File: src/rtl/risc_pkg.sv
// Shared constants, bundle layout and issue-state encoding for the dispatch path.
package risc_pkg;

  localparam int unsigned BUNDLE_W = 57;
  localparam int unsigned NREG     = 32;
  localparam int unsigned REG_W    = 5;
  localparam int unsigned UNIT_W   = 3;
  localparam int unsigned NUNIT    = 4;
  localparam int unsigned IMM_W    = 32;

  // Bit offsets of each field inside the flat decoder bundle
  localparam int unsigned RS1_LSB    = 52;
  localparam int unsigned RS2_LSB    = 47;
  localparam int unsigned RD_LSB     = 42;
  localparam int unsigned UNIT_LSB   = 39;
  localparam int unsigned OP_LSB     = 36;
  localparam int unsigned FUNC_LSB   = 33;
  localparam int unsigned IMM_LSB    = 1;
  localparam int unsigned BRANCH_BIT = 0;

  localparam logic [UNIT_W-1:0] UNIT_ASB   = 3'd0;
  localparam logic [UNIT_W-1:0] UNIT_LOGIC = 3'd1;
  localparam logic [UNIT_W-1:0] UNIT_LOAD  = 3'd2;
  localparam logic [UNIT_W-1:0] UNIT_STORE = 3'd3;

  typedef struct packed {
    logic [REG_W-1:0]  rs1;
    logic [REG_W-1:0]  rs2;
    logic [REG_W-1:0]  rd;
    logic [UNIT_W-1:0] unit;
    logic [2:0]        op;
    logic [2:0]        func;
    logic [IMM_W-1:0]  imm;
    logic              branch;
  } bundle_t;

  typedef enum logic [1:0] {
    ST_EMPTY   = 2'd0,
    ST_HOLD    = 2'd1,
    ST_BR_WAIT = 2'd2,
    ST_TRAP    = 2'd3
  } issue_state_e;

  // Units 4..7 are system/undefined and are routed to the trap path
  function automatic logic is_legal(input bundle_t b, input logic valid);
    return valid && (b.unit < UNIT_W'(NUNIT));
  endfunction

endpackage

File: src/rtl/issue_ctrl_if.sv
// Decoder/execution-side signal bundle of the issue controller.
interface issue_ctrl_if;
  import risc_pkg::*;

  logic              i_req;
  bundle_t           i_bundle;
  logic              i_valid;
  logic              o_ready;
  logic [NUNIT-1:0]  o_issue_valid;
  logic [NUNIT-1:0]  i_unit_ready;
  bundle_t           o_issue_bundle;
  logic              i_wb_valid;
  logic [REG_W-1:0]  i_wb_rd;
  logic              i_redirect;
  logic              o_trap;
  logic              i_trap_ack;

  modport master (
    output i_req, i_bundle, i_valid, i_unit_ready, i_wb_valid, i_wb_rd,
           i_redirect, i_trap_ack,
    input  o_ready, o_issue_valid, o_issue_bundle, o_trap
  );

  modport slave (
    input  i_req, i_bundle, i_valid, i_unit_ready, i_wb_valid, i_wb_rd,
           i_redirect, i_trap_ack,
    output o_ready, o_issue_valid, o_issue_bundle, o_trap
  );

endinterface

File: src/rtl/issue_scoreboard.sv
// 32-entry register busy vector with x0 masking and a three-port hazard read.
// ISSUE_WB_BYPASS_EN lets a same-cycle writeback hide its busy bit from the read.
module issue_scoreboard
  import risc_pkg::*;
(
  input  logic             clk,
  input  logic             rst_n,
  input  logic             set_en,
  input  logic [REG_W-1:0] set_idx,
  input  logic             clr_en,
  input  logic [REG_W-1:0] clr_idx,
  input  logic [REG_W-1:0] rs1_idx,
  input  logic [REG_W-1:0] rs2_idx,
  input  logic [REG_W-1:0] rd_idx,
  output logic             hazard_c
);

  logic [NREG-1:0] busy;
  logic [NREG-1:0] set_mask_c;
  logic [NREG-1:0] clr_mask_c;
  logic [NREG-1:0] view_c;

  // x0 is never tracked, so both masks drop bit 0
  always_comb begin
    set_mask_c = set_en ? (NREG'(1) << set_idx) : '0;
    clr_mask_c = clr_en ? (NREG'(1) << clr_idx) : '0;
    set_mask_c = set_mask_c & ~NREG'(1);
    clr_mask_c = clr_mask_c & ~NREG'(1);
  end

  // Set is applied after clear so it wins on the same index
  always_ff @(posedge clk or negedge rst_n) begin
    if (!rst_n) busy <= '0;
    else        busy <= (busy & ~clr_mask_c) | set_mask_c;
  end

`ifdef ISSUE_WB_BYPASS_EN
  assign view_c = busy & ~clr_mask_c;
`else
  assign view_c = busy;
`endif

  assign hazard_c = view_c[rs1_idx] | view_c[rs2_idx] | view_c[rd_idx];

endmodule

File: src/rtl/issue_ctrl.sv
// Single-issue dispatch controller: one-entry hold, hazard stall, branch/trap serialisation.
// Optional ISSUE_WB_BYPASS_EN (in issue_scoreboard) releases stalls in the writeback cycle.
module issue_ctrl
  import risc_pkg::*;
(
  input  logic         i_clk,
  input  logic         i_rst_n,
  issue_ctrl_if.slave  bus
);

  issue_state_e      state, state_nxt;
  bundle_t           held;
  logic              hazard_c;
  logic              fire_c;
  logic              ready_c;
  logic              accept_c;
  logic              legal_c;
  logic [NUNIT-1:0]  unit_oh_c;
  logic [NUNIT-1:0]  issue_valid_c;

  assign legal_c   = is_legal(bus.i_bundle, bus.i_valid);
  assign unit_oh_c = NUNIT'(1) << held.unit[1:0];

  always_ff @(posedge i_clk or negedge i_rst_n) begin
    if (!i_rst_n) state <= ST_EMPTY;
    else          state <= state_nxt;
  end

  // Next state, dispatch and ready; a HOLD that fires may accept in the same cycle
  always_comb begin
    state_nxt     = state;
    issue_valid_c = '0;
    fire_c        = 1'b0;
    ready_c       = 1'b0;
    case (state)
      ST_EMPTY: ready_c = 1'b1;
      ST_HOLD: begin
        if (!hazard_c) issue_valid_c = unit_oh_c;
        fire_c  = |(issue_valid_c & bus.i_unit_ready);
        ready_c = fire_c && !held.branch;
        if (fire_c) state_nxt = held.branch ? ST_BR_WAIT : ST_EMPTY;
      end
      ST_BR_WAIT: if (bus.i_redirect) state_nxt = ST_EMPTY;
      ST_TRAP:    if (bus.i_trap_ack) state_nxt = ST_EMPTY;
      default:    state_nxt = ST_EMPTY;
    endcase
    accept_c = bus.i_req && ready_c;
    if (accept_c) state_nxt = legal_c ? ST_HOLD : ST_TRAP;
  end

  always_ff @(posedge i_clk or negedge i_rst_n) begin
    if (!i_rst_n)      held <= '0;
    else if (accept_c) held <= bus.i_bundle;
  end

  issue_scoreboard u_sb (
    .clk      (i_clk),
    .rst_n    (i_rst_n),
    .set_en   (fire_c),
    .set_idx  (held.rd),
    .clr_en   (bus.i_wb_valid),
    .clr_idx  (bus.i_wb_rd),
    .rs1_idx  (held.rs1),
    .rs2_idx  (held.rs2),
    .rd_idx   (held.rd),
    .hazard_c (hazard_c)
  );

  assign bus.o_ready        = ready_c;
  assign bus.o_issue_valid  = issue_valid_c;
  assign bus.o_issue_bundle = held;
  assign bus.o_trap         = (state == ST_TRAP);

endmodule
File: src/flat_wrapper.sv
// flat-port wrapper written by rule: the top's interface ports become plain ports
module issue_ctrl_flat import risc_pkg::*;
  (i_clk, i_rst_n, bus_i_req, bus_i_bundle, bus_i_valid, bus_i_unit_ready, bus_i_wb_valid, bus_i_wb_rd, bus_i_redirect, bus_i_trap_ack, bus_o_ready, bus_o_issue_valid, bus_o_issue_bundle, bus_o_trap);
  issue_ctrl_if bus_i ();
  input  logic i_clk;
  input  logic i_rst_n;
  input wire logic [$bits(bus_i.i_req)-1:0] bus_i_req;
  input wire logic [$bits(bus_i.i_bundle)-1:0] bus_i_bundle;
  input wire logic [$bits(bus_i.i_valid)-1:0] bus_i_valid;
  input wire logic [$bits(bus_i.i_unit_ready)-1:0] bus_i_unit_ready;
  input wire logic [$bits(bus_i.i_wb_valid)-1:0] bus_i_wb_valid;
  input wire logic [$bits(bus_i.i_wb_rd)-1:0] bus_i_wb_rd;
  input wire logic [$bits(bus_i.i_redirect)-1:0] bus_i_redirect;
  input wire logic [$bits(bus_i.i_trap_ack)-1:0] bus_i_trap_ack;
  output wire logic [$bits(bus_i.o_ready)-1:0] bus_o_ready;
  output wire logic [$bits(bus_i.o_issue_valid)-1:0] bus_o_issue_valid;
  output wire logic [$bits(bus_i.o_issue_bundle)-1:0] bus_o_issue_bundle;
  output wire logic [$bits(bus_i.o_trap)-1:0] bus_o_trap;
  assign bus_i.i_req = bus_i_req;
  assign bus_i.i_bundle = bus_i_bundle;
  assign bus_i.i_valid = bus_i_valid;
  assign bus_i.i_unit_ready = bus_i_unit_ready;
  assign bus_i.i_wb_valid = bus_i_wb_valid;
  assign bus_i.i_wb_rd = bus_i_wb_rd;
  assign bus_i.i_redirect = bus_i_redirect;
  assign bus_i.i_trap_ack = bus_i_trap_ack;
  assign bus_o_ready = bus_i.o_ready;
  assign bus_o_issue_valid = bus_i.o_issue_valid;
  assign bus_o_issue_bundle = bus_i.o_issue_bundle;
  assign bus_o_trap = bus_i.o_trap;
  issue_ctrl u_core (.i_clk(i_clk), .i_rst_n(i_rst_n), .bus(bus_i));
endmodule
File: config.mk
export PLATFORM = sky130hd
export DESIGN_NAME = issue_ctrl_flat
export DESIGN_NICKNAME = d
export VERILOG_FILES = /design/src/rtl/risc_pkg.sv /design/src/rtl/issue_ctrl_if.sv /design/src/rtl/issue_scoreboard.sv /design/src/rtl/issue_ctrl.sv /design/src/flat_wrapper.sv
export SDC_FILE = /design/constraint.sdc
export NUM_CORES = 1
export LEC_CHECK = 0
export BUFFER_PORTS_ARGS = -buffer_cell sky130_fd_sc_hd__buf_2
export CORE_UTILIZATION = 55
export DETAILED_ROUTE_END_ITERATION = 8
export PLACE_DENSITY = 0.83
export SLEW_MARGIN = 20
export SYNTH_ARGS = -nofsm -noshare
export SYNTH_HDL_FRONTEND = slang
export SYNTH_SLANG_ARGS = --single-unit
File: constraint.sdc
create_clock -name i_clk -period 4 [get_ports i_clk]
set_input_delay 0.4 -clock i_clk [delete_from_list [all_inputs] [get_ports i_clk]]
set_output_delay 0.4 -clock i_clk [all_outputs]
set_load 0.1 [all_outputs]
==> impl_summary.log, run 1 <==
[metrics] hpwl dp: about 8500 um
[metrics] number of max-capacitance violations reported: 0
[metrics] CTS buffer count: 9
[metrics] antenna violations before repair: 0
[metrics] clock root buffer: clkbuf_8
[metrics] R2R cell count: 6
[metrics] detailed router's first-iteration violation count: 299
[metrics] layout cells sized above 1: 44.5%
[metrics] number of warning messages in the yosys log: 0
[metrics] result of the run: finished, final reports clean
[metrics] number of standard cells after synthesis: 401
[metrics] total detailed-routing wirelength: 11600 um
[metrics] Std-Cell Rows: 34
[metrics] multi-input logic area: 2480 um2
[metrics] post-CTS sizing: 0
[metrics] Final setup viols: 0
[metrics] clock tree from TritonCTS: done
[metrics] final setup TNS: 0 ps
[metrics] DR pass1 iterations: 7
[metrics] global-route wire length before repair: about 19000 um
[metrics] Worst setup SP type: flop
[metrics] DIE WIDTH: roughly 97 um
[metrics] Min-Delay Path Class: in2async
[metrics] count of fill cells added during filler insertion: approximately 670
[metrics] total of flip-flops plus latches after synthesis: 90
[metrics] crit path launch: u_core.bus.o_issue_bundle[42]$_DFFE_PN0P_
[metrics] crit path capture type: output port
[metrics] worst skew pair latency: around 370 ps
[metrics] starting density of the core: 56.8%
[metrics] average vias per placed instance: about 6
[metrics] routability congestion estimate from global placement: 0.960
[metrics] largest driver fanout on the critical path: 17
[metrics] core region area: about 9000 um2
[metrics] Remaining Overflow, GRT: 0
[metrics] Post-Route Skew: around 15 ps
[metrics] Mapped Area: 4980 um2
[metrics] Clock H-tree levels: 3
[metrics] global routing usage summed across all routing layers: approximately a quarter
[metrics] time the worst path needs with I/O delays and setup: between 3000 and 4000 ps
[metrics] DRC viols: 0
[metrics] via count of the first global-routing pass: approximately 3900
[metrics] pin count of the biggest net entering global routing: between 90 and 100
[metrics] Sequential Area: 2250 um2
[metrics] maximum root-to-sink buffer count: 2
[metrics] Worst Setup Slack post-DPL: roughly 840 ps
[metrics] number of clock sinks seen by CTS: 90
[metrics] post-synthesis cell type count: 45
[metrics] Reg2Reg Setup Slack: slightly below 1000 ps
[metrics] average wire per standard cell: 18.1 um
[metrics] worst slew slack as a fraction of its limit: 48.0%
[metrics] max-slew violations: 0
[metrics] worst r2r src: u_core.bus.o_issue_bundle[42]$_DFFE_PN0P_
[metrics] setup bufs post-CTS: 0
[metrics] Worst R2R End: u_core.u_sb.busy[1]$_DFF_PN0_
[metrics] final hold violation count: 0
[metrics] Vias: ~3900
[metrics] area of the die: 9440 um2
[metrics] Highest Clock Rate: around 0.28 GHz
[metrics] number of hold buffers added after cts: 0
[metrics] post-layout instance count excluding filler cells: about 640
[metrics] part of the Yosys area used for sequential elements: between 40 and 50%
[metrics] most frequent standard cell in the layout excluding fill and tap cells: buf_2
[metrics] arrival time of data at the critical path endpoint: 3140 ps
[metrics] Worst Path Required: about 3600 ps
[metrics] CP endpoint: bus_o_ready
[metrics] pin slew with the least headroom to its limit: 779 ps
[metrics] number of instances in the placed design: 625
[metrics] fraction of the cycle the final worst path needs: between 80% and 90%
[metrics] commonest non-fill, non-tap cells in the layout: 134 x buf_2, 90 x dfrtp_1, 64 x o21ai_0, 40 x mux2_4, 32 x mux2i_1
[metrics] Area Overhead vs Synth: 16.3%
[metrics] critical path class: reg2out
[metrics] I/O pin count: 136
[metrics] Chip Height: approximately 97 um
[metrics] diode insertion count for antenna repair: 0
[metrics] net count of the mapped netlist: roughly 470
[metrics] crit path setup slack, layout: 457 ps
[metrics] RSZ-0062 raised after global routing: no
[metrics] Mapped Avg Cell Area: 12.4 um2
[metrics] quantity of I/O buffers inserted on ports: ~140
[metrics] number of nets in the layout: 601
[metrics] antenna-violating nets left: 0
[metrics] clock transition at the registers of the reported paths: ~100 ps
registers in the layout (all words and copies together) (netlist names):
signal	flops
u_core.u_sb.busy	31
u_core.state	2
u_core.bus.o_issue_bundle	57
synth_stat cells:
| master | number | area share (%) |
|---|---|---|
| nand2b_1 | 10 | 1.3 |
| and3_4 | 1 | 0.23 |
| nor4b_4 | 1 | 0.48 |
| a22oi_1 | 8 | 1.2 |
| a31oi_1 | 2 | 0.25 |
| nor2_2 | 1 | 0.13 |
| nand3b_1 | 1 | 0.15 |
| nand3_4 | 1 | 0.35 |
| and2b_2 | 4 | 0.70 |
| buf_4 | 4 | 0.60 |
| nor2_1 | 10 | 0.75 |
| and2_1 | 1 | 0.13 |
| a22o_1 | 1 | 0.18 |
| o211ai_2 | 1 | 0.25 |
| clkbuf_8 | 2 | 0.55 |
| nand2_1 | 19 | 1.4 |
| nand4b_1 | 6 | 1.1 |
| nor3b_1 | 3 | 0.45 |
| clkbuf_2 | 2 | 0.20 |
| mux2i_1 | 32 | 6.4 |
| mux2_4 | 40 | 12 |
| and4bb_2 | 1 | 0.25 |
| dfrtp_1 | 90 | 45 |
| a21oi_1 | 4 | 0.40 |
| mux4_2 | 3 | 1.4 |
| a221o_1 | 3 | 0.60 |
| a211o_1 | 1 | 0.18 |
| nand4_4 | 1 | 0.43 |
| nand4_1 | 4 | 0.50 |
| nor2b_1 | 11 | 1.4 |
| clkbuf_1 | 1 | 0.075 |
| a22oi_2 | 1 | 0.25 |
| buf_6 | 7 | 1.6 |
| nand4_2 | 2 | 0.50 |
| nand3_1 | 17 | 1.7 |
| mux2_1 | 1 | 0.23 |
| o21ai_0 | 64 | 6.4 |
| o22ai_1 | 2 | 0.25 |
| mux2_2 | 20 | 4.5 |
| nor4_4 | 2 | 0.85 |
| or2_2 | 2 | 0.25 |
| buf_12 | 5 | 2.0 |
| inv_1 | 4 | 0.30 |
| mux4_1 | 3 | 1.6 |
| and3_1 | 2 | 0.25 |
layer usage:
layer / track usage, % / part of all wire, %
met1: 32.6 / 41
met2: 41.3 / 49
met4: 9.99 / 2.7
met3: 5.32 / 7.8
met5: 0 / 0
per-stage QoR:
stage          utilization, %  area, um2  hold WS (ps)
3_3_place_gp             63.7       5580           482
4_1_cts                  66.0       5790           236
6_report                 66.1       5790          85.6
5_1_grt                  66.1       5790           133
2_1_floorplan               -       4990           104
3_5_place_dp             63.7       5580           487
cell type report:
class | count | share of cell area, %
Multi-Input combinational cell | 286 | 42.8
Sequential cell | 90 | 38.9
Tap cell | 108 | 2.33
Inverter | 4 | 0.259
Clock buffer | 9 | 2.14
Timing Repair Buffer | 137 | 12.3
Clock inverter | 7 | 1.36
logic make-up (layout without fill, tap and decap cells):
kind of cell / after synthesis / in the layout / synth area share, %
multiplexers: 99 / 99 / 26.2
AO/OA/AOI/OAI: 87 / 87 / 10.0
buffers and inverters: 25 / 157 / 5.33
flip-flops: 90 / 90 / 45.2
AND/OR/NAND/NOR: 100 / 100 / 13.2
worst min-delay path by stage:
stage,start,endpoint,slack [ps],cells after the start
after floorplan,i_rst_n,u_core.bus.o_issue_bundle[0]$_DFFE_PN0P_,100,0
after global placement,u_core.bus.o_issue_bundle[6]$_DFFE_PN0P_,u_core.bus.o_issue_bundle[6]$_DFFE_PN0P_,480,1
after detailed placement,u_core.bus.o_issue_bundle[15]$_DFFE_PN0P_,u_core.bus.o_issue_bundle[15]$_DFFE_PN0P_,490,1
after CTS,bus_i_bundle[35],u_core.bus.o_issue_bundle[35]$_DFFE_PN0P_,240,2
after global routing,i_rst_n,u_core.bus.o_issue_bundle[16]$_DFFE_PN0P_,130,1
final,i_rst_n,u_core.bus.o_issue_bundle[16]$_DFFE_PN0P_,90,1
worst max-delay path, stage by stage (launching register included):
cell and delay (ps):
dfrtp_1 760, mux4_2 590, o211ai_2 200, nand4_4 180
nor4b_4 430, nand2_1 90, o21ai_0 80, buf_2 440
Power of run 1 is not shown: default switching activity piles up to over one toggle a cycle in this logic, so the estimate is an artifact.
==> run 2, diff against run 1 <==
--- a/config.mk
+++ b/config.mk
@@ -6,10 +6,12 @@
 export NUM_CORES = 1
 export LEC_CHECK = 0
 export BUFFER_PORTS_ARGS = -buffer_cell sky130_fd_sc_hd__buf_2
+export CAP_MARGIN = 15
 export CORE_UTILIZATION = 55
 export DETAILED_ROUTE_END_ITERATION = 8
-export PLACE_DENSITY = 0.83
+export PLACE_DENSITY = 0.84
 export SLEW_MARGIN = 20
 export SYNTH_ARGS = -nofsm -noshare
 export SYNTH_HDL_FRONTEND = slang
+export SYNTH_HIERARCHICAL = 1
 export SYNTH_SLANG_ARGS = --single-unit
==> run 2 against run 1 <==
Compared with the run above: synthesized area shrank 7.2%; non-clock buffer count grew 2; maximum frequency shrank 5.7%; utilization grew 2.6 points; first-iteration DRC count grew 15%; sequential share of layout area grew 1.3 points; via count shrank 4.8%; synthesized cell count shrank 9.0%; sequential cell count is the same; cell count shrank 4.5%; count of clock-buffer cells in the layout grew 2; register-to-register slack lost 650 ps; critical path type unchanged.
==> impl_summary.log, run 2 <==
[metrics] result of the run: finished, final reports clean
[metrics] final hold violation count: 0
[metrics] number of hold buffers added after cts: 0
[metrics] Highest Clock Rate: ~0.27 GHz
[metrics] part of the Yosys area used for sequential elements: between 40 and 50%
[metrics] Chip Height: approximately 94 um
[metrics] routability congestion estimate from global placement: about 0.94
[metrics] antenna violations before repair: 0
[metrics] commonest cells in the netlist: 90 x dfrtp_1, 62 x o21ai_0, 55 x mux2_2
[metrics] list of cells traversed by the critical path: mux2_1, a221oi_1, a2111oi_0, a2111oi_2, nand3_1, nand2b_1, o22ai_2, and2_2, a21o_2, buf_6
[metrics] Reg2Reg Setup Slack: about 330 ps
[metrics] Mapped Area: between 4000 and 5000 um2
[metrics] average wire per standard cell: 19.0 um
[metrics] RSZ-0062 raised after global routing: no
[metrics] average vias per placed instance: ~6
[metrics] maximum root-to-sink buffer count: 2
[metrics] worst skew pair latency: 360 ps
[metrics] area of the die: slightly below 9000 um2
[metrics] commonest non-fill, non-tap cells in the layout: 134 x buf_2, 87 x dfrtp_1, 62 x o21ai_0, 55 x mux2_2, 14 x mux4_2
[metrics] antenna-violating nets left: 0
[metrics] worst slew slack as a fraction of its limit: around 46%
[metrics] Worst R2R End: u_core/bus.o_issue_bundle[10]$_DFFE_PN0P_
[metrics] multi-input logic area: around 2300 um2
[metrics] Final setup viols: 0
[metrics] fraction of synthesized cell area taken by the top area cell type: 48.7%
[metrics] Main synth FF type: dfrtp_1
[metrics] hpwl dp: about 8600 um
[metrics] CTS buffer count: 9
[metrics] Min-Delay Path Class: in2async
[metrics] worst r2r src: u_core/bus.o_issue_bundle[52]$_DFFE_PN0P_
[metrics] Worst setup SP type: flop
[metrics] pin count of the biggest net entering global routing: 60
[metrics] net count of the mapped netlist: 442
[metrics] post-synthesis cell type count: 44
[metrics] R2R cell count: 10
[metrics] Post-Route Skew: roughly 12 ps
[metrics] number of max-capacitance violations reported: 0
[metrics] detailed router's first-iteration violation count: ~340
[metrics] clock transition at the registers of the reported paths: around 90 ps
[metrics] crit path setup slack, layout: between 200 and 250 ps
[metrics] most frequent standard cell in the layout excluding fill and tap cells: buf_2
[metrics] crit path buf inv count: 1
[metrics] starting density of the core: between 50% and 60%
[metrics] clock tree from TritonCTS: done
[metrics] Worst Path Required: approximately 3600 ps
[metrics] quantity of I/O buffers inserted on ports: around 140
[metrics] total detailed-routing wirelength: 11600 um
[metrics] count of fill cells added during filler insertion: 610
[metrics] Sequential Area: approximately 2300 um2
[metrics] number of clock sinks seen by CTS: 90
[metrics] Top delay family on crit path: compound AO/OA/AOI/OAI gates
[metrics] layout cells sized above 1: between 40 and 50%
[metrics] number of standard cells after synthesis: ~370
[metrics] time the worst path needs with I/O delays and setup: about 3800 ps
[metrics] area leader, netlist: dfrtp_1
[metrics] global routing usage summed across all routing layers: 27.6%
[metrics] arrival time of data at the critical path endpoint: 3360 ps
[metrics] count leader, synth: dfrtp_1
[metrics] number of synthesized flops with an enable pin: 0
[metrics] crit path capture type: output port
[metrics] number of warning messages in the yosys log: 6
[metrics] global-route wire length before repair: 18200 um
[metrics] Mapped Avg Cell Area: ~13 um2
[metrics] main area contributors after synthesis: dfrtp_1 49%, mux2_2 13%, mux4_2 6.8%
[metrics] core region area: approximately 8200 um2
[metrics] max-slew violations: 0
[metrics] DR pass1 iterations: 5
[metrics] max FFs per register: between 50 and 60
[metrics] pin slew with the least headroom to its limit: between 800 and 900 ps
[metrics] largest driver fanout on the critical path: 20
[metrics] Std-Cell Rows: 33
[metrics] Vias: 3688
[metrics] fraction of the cycle the final worst path needs: about 94%
[metrics] critical path class: reg2out
[metrics] DIE WIDTH: roughly 94 um
[metrics] via count of the first global-routing pass: between 3000 and 4000
[metrics] Area Overhead vs Synth: 21.5%
[metrics] Worst Setup Slack post-DPL: approximately 270 ps
[metrics] Synth async-reset ratio: 100%
[metrics] DRC viols: 0
[metrics] diode insertion count for antenna repair: 0
[metrics] Remaining Overflow, GRT: 0
[metrics] maximum single-stage delay on the critical path: roughly 590 ps
[metrics] total of flip-flops plus latches after synthesis: 90
[metrics] Clock H-tree levels: 3
[metrics] clock root buffer: clkbuf_8
[metrics] number of nets in the layout: between 500 and 600
[metrics] cell with the largest stage delay on the worst path: dfrtp_4
[metrics] I/O pin count: between 100 and 150
run 2: metal layers:
layer  up-vias  track usage, %  share of wire, %
li1       1645               -                 -
met1      1789            34.5                39
met2       210            44.4                50
met3        44            5.50               7.2
met4         0            16.4               4.1
met5         -               0                 0
run 2: worst max path at each step:
stage	start	endpoint	slack (ps)	cells past startpoint
global route	u_core/bus.o_issue_bundle[44]$_DFFE_PN0P_	bus_o_ready	40	10
floorplan	u_core/bus.o_issue_bundle[52]$_DFFE_PN0P_	bus_o_issue_valid[0]	-160	8
detailed placement	u_core/bus.o_issue_bundle[52]$_DFFE_PN0P_	u_core/bus.o_issue_bundle[10]$_DFFE_PN0P_	270	10
CTS	u_core/bus.o_issue_bundle[52]$_DFFE_PN0P_	bus_o_ready	30	10
finish	u_core/bus.o_issue_bundle[44]$_DFFE_PN0P_	bus_o_ready	240	10
global placement	u_core/bus.o_issue_bundle[52]$_DFFE_PN0P_	u_core/bus.o_issue_bundle[28]$_DFFE_PN0P_	310	10
run 2: repair_timing:
| item | CTS | global route |
|---|---|---|
| pin swaps | 0 | 0 |
| gates resized for setup | 1 | 5 |
| setup endpoints to repair | 1 | 40 |
| buffers inserted | 1 | 0 |
run 2: layout make-up:
class / instances / share of cell area, %
inverter: 5 / 0.334
multi-input combinational: 257 / 40.5
tap: 105 / 2.34
clock inverter: 5 / 1.07
sequential: 90 / 40.2
timing repair buffer: 139 / 12.9
clock buffer: 11 / 2.69
run 2: cells by family after synthesis:
| group | share of synthesized area, % |
|---|---|
| flops | 48.7 |
| simple gates | 9.96 |
| mux | 26.9 |
| compound gates | 10.4 |
| fa+ha+maj | 1.08 |
| buf+inv | 2.84 |
run 2: metrics by stage:
stage	TNS (ps)	area (um2)	utilization, %	hold slack, ps	instances
floorplan	-162	4640	-	104	365
global placement	0	5380	65.9	471	595
detailed placement	0	5380	65.9	478	595
CTS	0	5600	68.5	93.6	612
global route	0	5620	68.7	132	612
finish	0	5620	68.7	94.8	612
run 2: worst reg2reg max path, stage by stage, from the launching register on:
cell       delay, ps
dfrtp_2          510
mux4_2           380
inv_1             40
a2111oi_0        620
a2111oi_2         90
nand3_1          160
nand2b_1         180
o22ai_2          130
a32oi_4          730
buf_12           320
mux2_2           410
Power of run 2 is left out for the same reason.
